$ cat config.mk
export PLATFORM = sky130hd
export DESIGN_NAME = gru_seq_ctrl
export DESIGN_NICKNAME = d
export VERILOG_FILES = /design/src/rtl/gru_seq_ctrl.sv
export SDC_FILE = /design/constraint.sdc
export NUM_CORES = 1
export LEC_CHECK = 0
export ABC_CLOCK_PERIOD_IN_PS = 2500
export CORE_AREA = 2 2 257 259
export DETAILED_ROUTE_END_ITERATION = 8
export DIE_AREA = 0 0 259 261
export DONT_BUFFER_PORTS = 1
export HOLD_SLACK_MARGIN = 0.03
export REMOVE_ABC_BUFFERS = 1
export SYNTH_ARGS = -nofsm -noshare
export SYNTH_HDL_FRONTEND = slang
export SYNTH_SLANG_ARGS = --single-unit
export TNS_END_PERCENT = 5
$ cat constraint.sdc
create_clock -name i_clk -period 2.5 [get_ports i_clk]
set_input_delay 0.125 -clock i_clk [delete_from_list [all_inputs] [get_ports i_clk]]
set_output_delay 0.125 -clock i_clk [all_outputs]
set_load 0.02 [all_outputs]
$ cat src/rtl/gru_seq_ctrl.sv
// Sequencer for a fixed-latency GRU cell: feeds x_t and the recurrent h register, waits out the cell, presents h.
// Optional GRU_SEQ_EMIT_ALL_EN: present h_out after every step instead of only after the final one.
module gru_seq_ctrl #(
    parameter int WIDTH        = 16,
    parameter int x_SIZE       = 8,
    parameter int h_SIZE       = 8,
    parameter int CELL_LATENCY = 6,
    parameter int CNT_W        = 7
) (
    input  logic             i_clk,
    input  logic             i_reset,
    input  logic             i_start,
    input  logic [CNT_W-1:0] i_seq_len,
    input  logic             i_x_valid,
    output logic             o_x_ready,
    input  logic [WIDTH-1:0] i_x_in        [x_SIZE],
    output logic             o_cell_start,
    output logic [WIDTH-1:0] o_cell_x_t    [x_SIZE],
    output logic [WIDTH-1:0] o_cell_h_prev [h_SIZE],
    input  logic [WIDTH-1:0] i_cell_h_t    [h_SIZE],
    output logic [WIDTH-1:0] o_h_out       [h_SIZE],
    output logic             o_h_out_valid,
    input  logic             i_h_out_ready,
    output logic             o_busy,
    output logic             o_done
);

    localparam int WAIT_W = (CELL_LATENCY > 1) ? $clog2(CELL_LATENCY) : 1;

    typedef enum logic [2:0] {
        S_IDLE,
        S_LOAD,
        S_RUN,
        S_CAPT,
        S_OUT
    } state_t;

    state_t             r_state;
    state_t             w_next_state;
    logic [CNT_W-1:0]   r_seq_len;
    logic [CNT_W-1:0]   r_step_cnt;
    logic [CNT_W-1:0]   w_step_inc;
    logic               w_last_step;
    logic [WAIT_W-1:0]  r_wait_cnt;
    logic               r_cell_start;
    logic [WIDTH-1:0]   r_x [x_SIZE];
    logic [WIDTH-1:0]   r_h [h_SIZE];

    assign w_step_inc  = r_step_cnt + 1'b1;
    assign w_last_step = (r_step_cnt == r_seq_len);

    assign o_cell_start  = r_cell_start;
    assign o_cell_x_t    = r_x;
    assign o_cell_h_prev = r_h;
    assign o_h_out       = r_h;

    // The wait counter is loaded as x is accepted, so RUN lasts exactly CELL_LATENCY cycles.
    always_ff @(posedge i_clk) begin
        if (i_reset) begin
            r_state      <= S_IDLE;
            r_seq_len    <= '0;
            r_step_cnt   <= '0;
            r_wait_cnt   <= '0;
            r_cell_start <= 1'b0;
            for (int i = 0; i < x_SIZE; i++) r_x[i] <= '0;
            for (int i = 0; i < h_SIZE; i++) r_h[i] <= '0;
        end else begin
            r_state      <= w_next_state;
            r_cell_start <= 1'b0;
            case (r_state)
                S_IDLE: begin
                    if (i_start) begin
                        r_seq_len  <= i_seq_len;
                        r_step_cnt <= '0;
                        for (int i = 0; i < h_SIZE; i++) r_h[i] <= '0;
                    end
                end
                S_LOAD: begin
                    if (i_x_valid) begin
                        r_x          <= i_x_in;
                        r_wait_cnt   <= WAIT_W'(CELL_LATENCY - 1);
                        r_cell_start <= 1'b1;
                    end
                end
                S_RUN: begin
                    if (r_wait_cnt != '0) r_wait_cnt <= r_wait_cnt - 1'b1;
                end
                S_CAPT: begin
                    r_h        <= i_cell_h_t;
                    r_step_cnt <= w_step_inc;
                end
                default: ;
            endcase
        end
    end

    always_comb begin
        w_next_state  = r_state;
        o_x_ready     = 1'b0;
        o_h_out_valid = 1'b0;
        o_busy        = 1'b1;
        o_done        = 1'b0;
        case (r_state)
            S_IDLE: begin
                o_busy = 1'b0;
                if (i_start) w_next_state = (i_seq_len == '0) ? S_OUT : S_LOAD;
            end
            S_LOAD: begin
                o_x_ready = 1'b1;
                if (i_x_valid) w_next_state = S_RUN;
            end
            S_RUN: begin
                if (r_wait_cnt == '0) w_next_state = S_CAPT;
            end
            S_CAPT: begin
`ifdef GRU_SEQ_EMIT_ALL_EN
                w_next_state = S_OUT;
`else
                w_next_state = (w_step_inc == r_seq_len) ? S_OUT : S_LOAD;
`endif
            end
            S_OUT: begin
                o_h_out_valid = 1'b1;
                // Outside emit-all mode OUT is only reached on the final step, so this always ends the sequence.
                if (i_h_out_ready) begin
                    o_done       = w_last_step;
                    w_next_state = w_last_step ? S_IDLE : S_LOAD;
                end
            end
            default: w_next_state = S_IDLE;
        endcase
    end

endmodule
==> results by group <==
Cells and area
  – Finished Core Util: 24.0%
  – Area delta synth->final: 40.7%
  – Nets@finish: 1724
  – Finished layout cell area: 15600 µm²
  – Filler cells: 6799
  – # diodes: 0
  – Layout cells sized above 1: 11.7%

Drt
  – Total length of routed met3 wires: 5800 µm
  – Routed WL per cell: 21.0 µm
  – Number of remaining DRC errors: 0
  – DR vias/cell: 4.26
  – Total wire length: 49100 µm
  – DR iter-0 viols: 858
  – Via Count: 9964
  – Metal-1 WL: 18100 µm
  – Routed Antenna Nets: 0
  – DR top layer: met5
  – Metal2 WL: 23400 µm
  – DRT Pass-1 Iters: 5

Setup path
  – CP endpoint kind: register
  – CP Data Required Time: 3000 ps
  – Crit path max fanout: 130
  – Critical Path Source Type: register
  – Critical path arrival: 2850 ps
  – Kind of critical path: register to register

CTS
  – Maximum clock insertion buffer count: 3
  – Worst-skew pair later-pin latency: 590 ps
  – H-tree Lvls: 1
  – Root Buffer: clkbuf_16
  – Clk slew on worst S/H paths: 60 ps
  – CTS Buf Count: 30
  – Sink Count: 277
  – CTS tree: yes

Synth
  – Synth Area in XOR/XNOR: 1.03%
  – Compound-cell area share of the yosys netlist: 19.2%
  – #FFs+latches synth: 277
  – Synth top area share: 50.0%
  – Seq/Total Area, Yosys: 50.0%
  – Simple-gate portion of the synthesized area: 16.2%
  – Synth cell types: 39
  – Netlist Area Pre-Place: 11100 µm²
  – Synth warn: 0
  – Post-Synthesis Cells: 1264
  – Top cells by area, synth: dfxtp_1 50%, nand2_1 9.3%, buf_4 8.7%
  – Adder-Cell Fraction of Synth Area: 0.338%
  – Synthesized area per cell: 8.78 µm²
  – Largest family of logic cells by synthesized area: compound AO/OA/AOI/OAI gates
  – Post-synthesis mux area share: 0.192%
  – Largest area contributor in the netlist: dfxtp_1

Floorplanning
  – Die Ht: 261 µm
  – Die area: 67600 µm²
  – I/O pins: 657
  – Die W: 259 µm
  – Core area: 65000 µm²
  – Starting density of the core: 17.1%
  – Std-Cell Rows: 94

Place
  – Dpl cell area: 11100 µm²
  – GP Congestion: 0.773
  – Post-DP HPWL: 33800 µm
  – Pre-CTS WS: 453 ps
  – Input/output buffers: 0

Global route
  – Number of global-route vias before repair: 9411
  – GR Overflow Total: 0
  – First-pass GRT wire length: 63000 µm
  – Largest net degree at the start of global routing: 278
  – Gr usage total: 12.6%
  – Initial antenna violation count: 2

Timing
  – Hold_ws: 157 ps
  – Final clock skew: 34.6 ps
  – Fmax: 426 MHz
  – Final worst path period share: 93.8%
  – Slew @ Worst Pin: 859 ps
  – Worst Setup Slack, final: 155 ps
  – Pins Over Slew Limit: 0
  – Final min period: 2350 ps
  – Final hold vios: 0
  – RSZ-0062 raised after global routing: no
  – Setup violators final: 0
  – Slew HR: 42.7%
  – Fin Setup TNS: 0 ps

Worst hold path
  – Hold Crit Class: primary input to register

Status
  – Outcome: finished, final reports clean

Power
  – Leakage: 5.76 nW
  – Peak supply drop: 0.493 mV
  – PD cells: 679 nW/µm²

Job
  – Max-cap violations: 0
## layout make-up
class                   instances  area, µm²  share of cell area [%]
multi-input cells             761       4160                    26.6
repair buffers                377       3780                    24.2
clock buffers                  43        901                    5.77
well taps                     864       1080                    6.92
flip-flops and latches        277       5550                    35.5
inverters                       6       22.5                   0.144
clock inverters                12        125                   0.801
## power by group
| group | internal [mW] | switching [mW] | total, mW | leakage, nW |
|---|---|---|---|---|
| clock network | 2.70 | 1.85 | 4.56 | 0.502 |
| registers | 4.56 | 0.349 | 4.91 | 2.24 |
| logic | 0.546 | 0.588 | 1.13 | 3.02 |
## cells in the mapped netlist
cell	count
nand2_1	276
xor2_1	4
a2111oi_0	1
buf_2	32
nand4_1	2
ha_1	3
nand3b_1	3
o22ai_1	1
nor2_2	1
xnor2_1	9
nand2b_1	1
nor2_1	145
mux2i_1	1
a22oi_1	59
nor3b_1	3
o21a_1	1
or3_1	1
buf_1	1
nand3_1	3
nor2b_1	1
and4_1	1
or2_2	2
a22oi_2	70
a211oi_1	2
buf_6	9
nor4_1	3
a21o_1	2
dfxtp_1	277
and3_1	4
nor4b_4	1
a31oi_1	2
inv_1	6
clkbuf_1	52
o21ai_0	3
a21oi_1	145
buf_4	128
o21ba_1	1
nor3_1	7
mux2_2	1
## path summary, 6_finish.rpt
path	start	end	slack (ps)	cells after the start
max	r_state[0]	o_cell_x_t[86]	150	6
min	i_reset	o_cell_h_prev[101]	160	2
max reg2reg	r_state[0]	o_cell_x_t[86]	150	6
min reg2reg	o_cell_h_prev[49]	o_cell_h_prev[49]	510	2
## critical path, cell delays in order (launching register included)
cell	delay, ps
dfxtp_2	460
nand3b_1	200
nor2_4	160
buf_16	300
nand2_1	220
a21oi_1	170
dlygate4sd3_1	560
## logic make-up after synthesis
logic type | after synthesis
AOI/OAI and AO/OA | 287
xor gates and xnor gates | 13
adders and majority gates | 3
buffers and inverters | 228
DFF | 277
muxes | 2
and+or+nand+nor | 454
## registers in the layout, summed over array words and instances, names as in the netlist
register / count
r_seq_len: 7
r_step_cnt: 7
o_cell_start: 1
o_cell_x_t: 128
r_wait_cnt: 3
o_cell_h_prev: 128
r_state: 3
## per-layer routing
layer | global-route usage [%] | vias to the layer above
met5 | 0 | -
met4 | 5.15 | 4
met3 | 5.83 | 98
met2 | 21.1 | 619
met1 | 13.8 | 4769
li1 | - | 4474
## stage by stage
| step | power [mW] | cells |
|---|---|---|
| after floorplan | 5.42 | 1042 |
| after global placement | 5.65 | 1942 |
| after detailed placement | 5.68 | 1942 |
| after CTS | 10.5 | 2268 |
| after global routing | 11.0 | 2340 |
| final | 10.6 | 2340 |
## cell usage in the layout (no fill, tap or decap), types with 4 or more instances in the layout
master         count
a21oi_1          145
a22oi_1           59
a22oi_2           70
and3_1             4
buf_12             5
buf_4             32
clkbuf_1           4
clkbuf_16         31
clkbuf_8           8
clkinv_2           5
dfxtp_1          274
dlygate4sd3_1    338
inv_1              6
nand2_1          275
nor2_1           144
nor3_1             7
xnor2_1            9
xor2_1             4
## timing repair
action	CTS	global route
endpoints found under the hold margin	277	153
endpoints found under the setup margin	0	55
hold buffers	271	68
setup buffers	0	2
gates resized for setup	0	8
(Power assumes the default switching activity.)
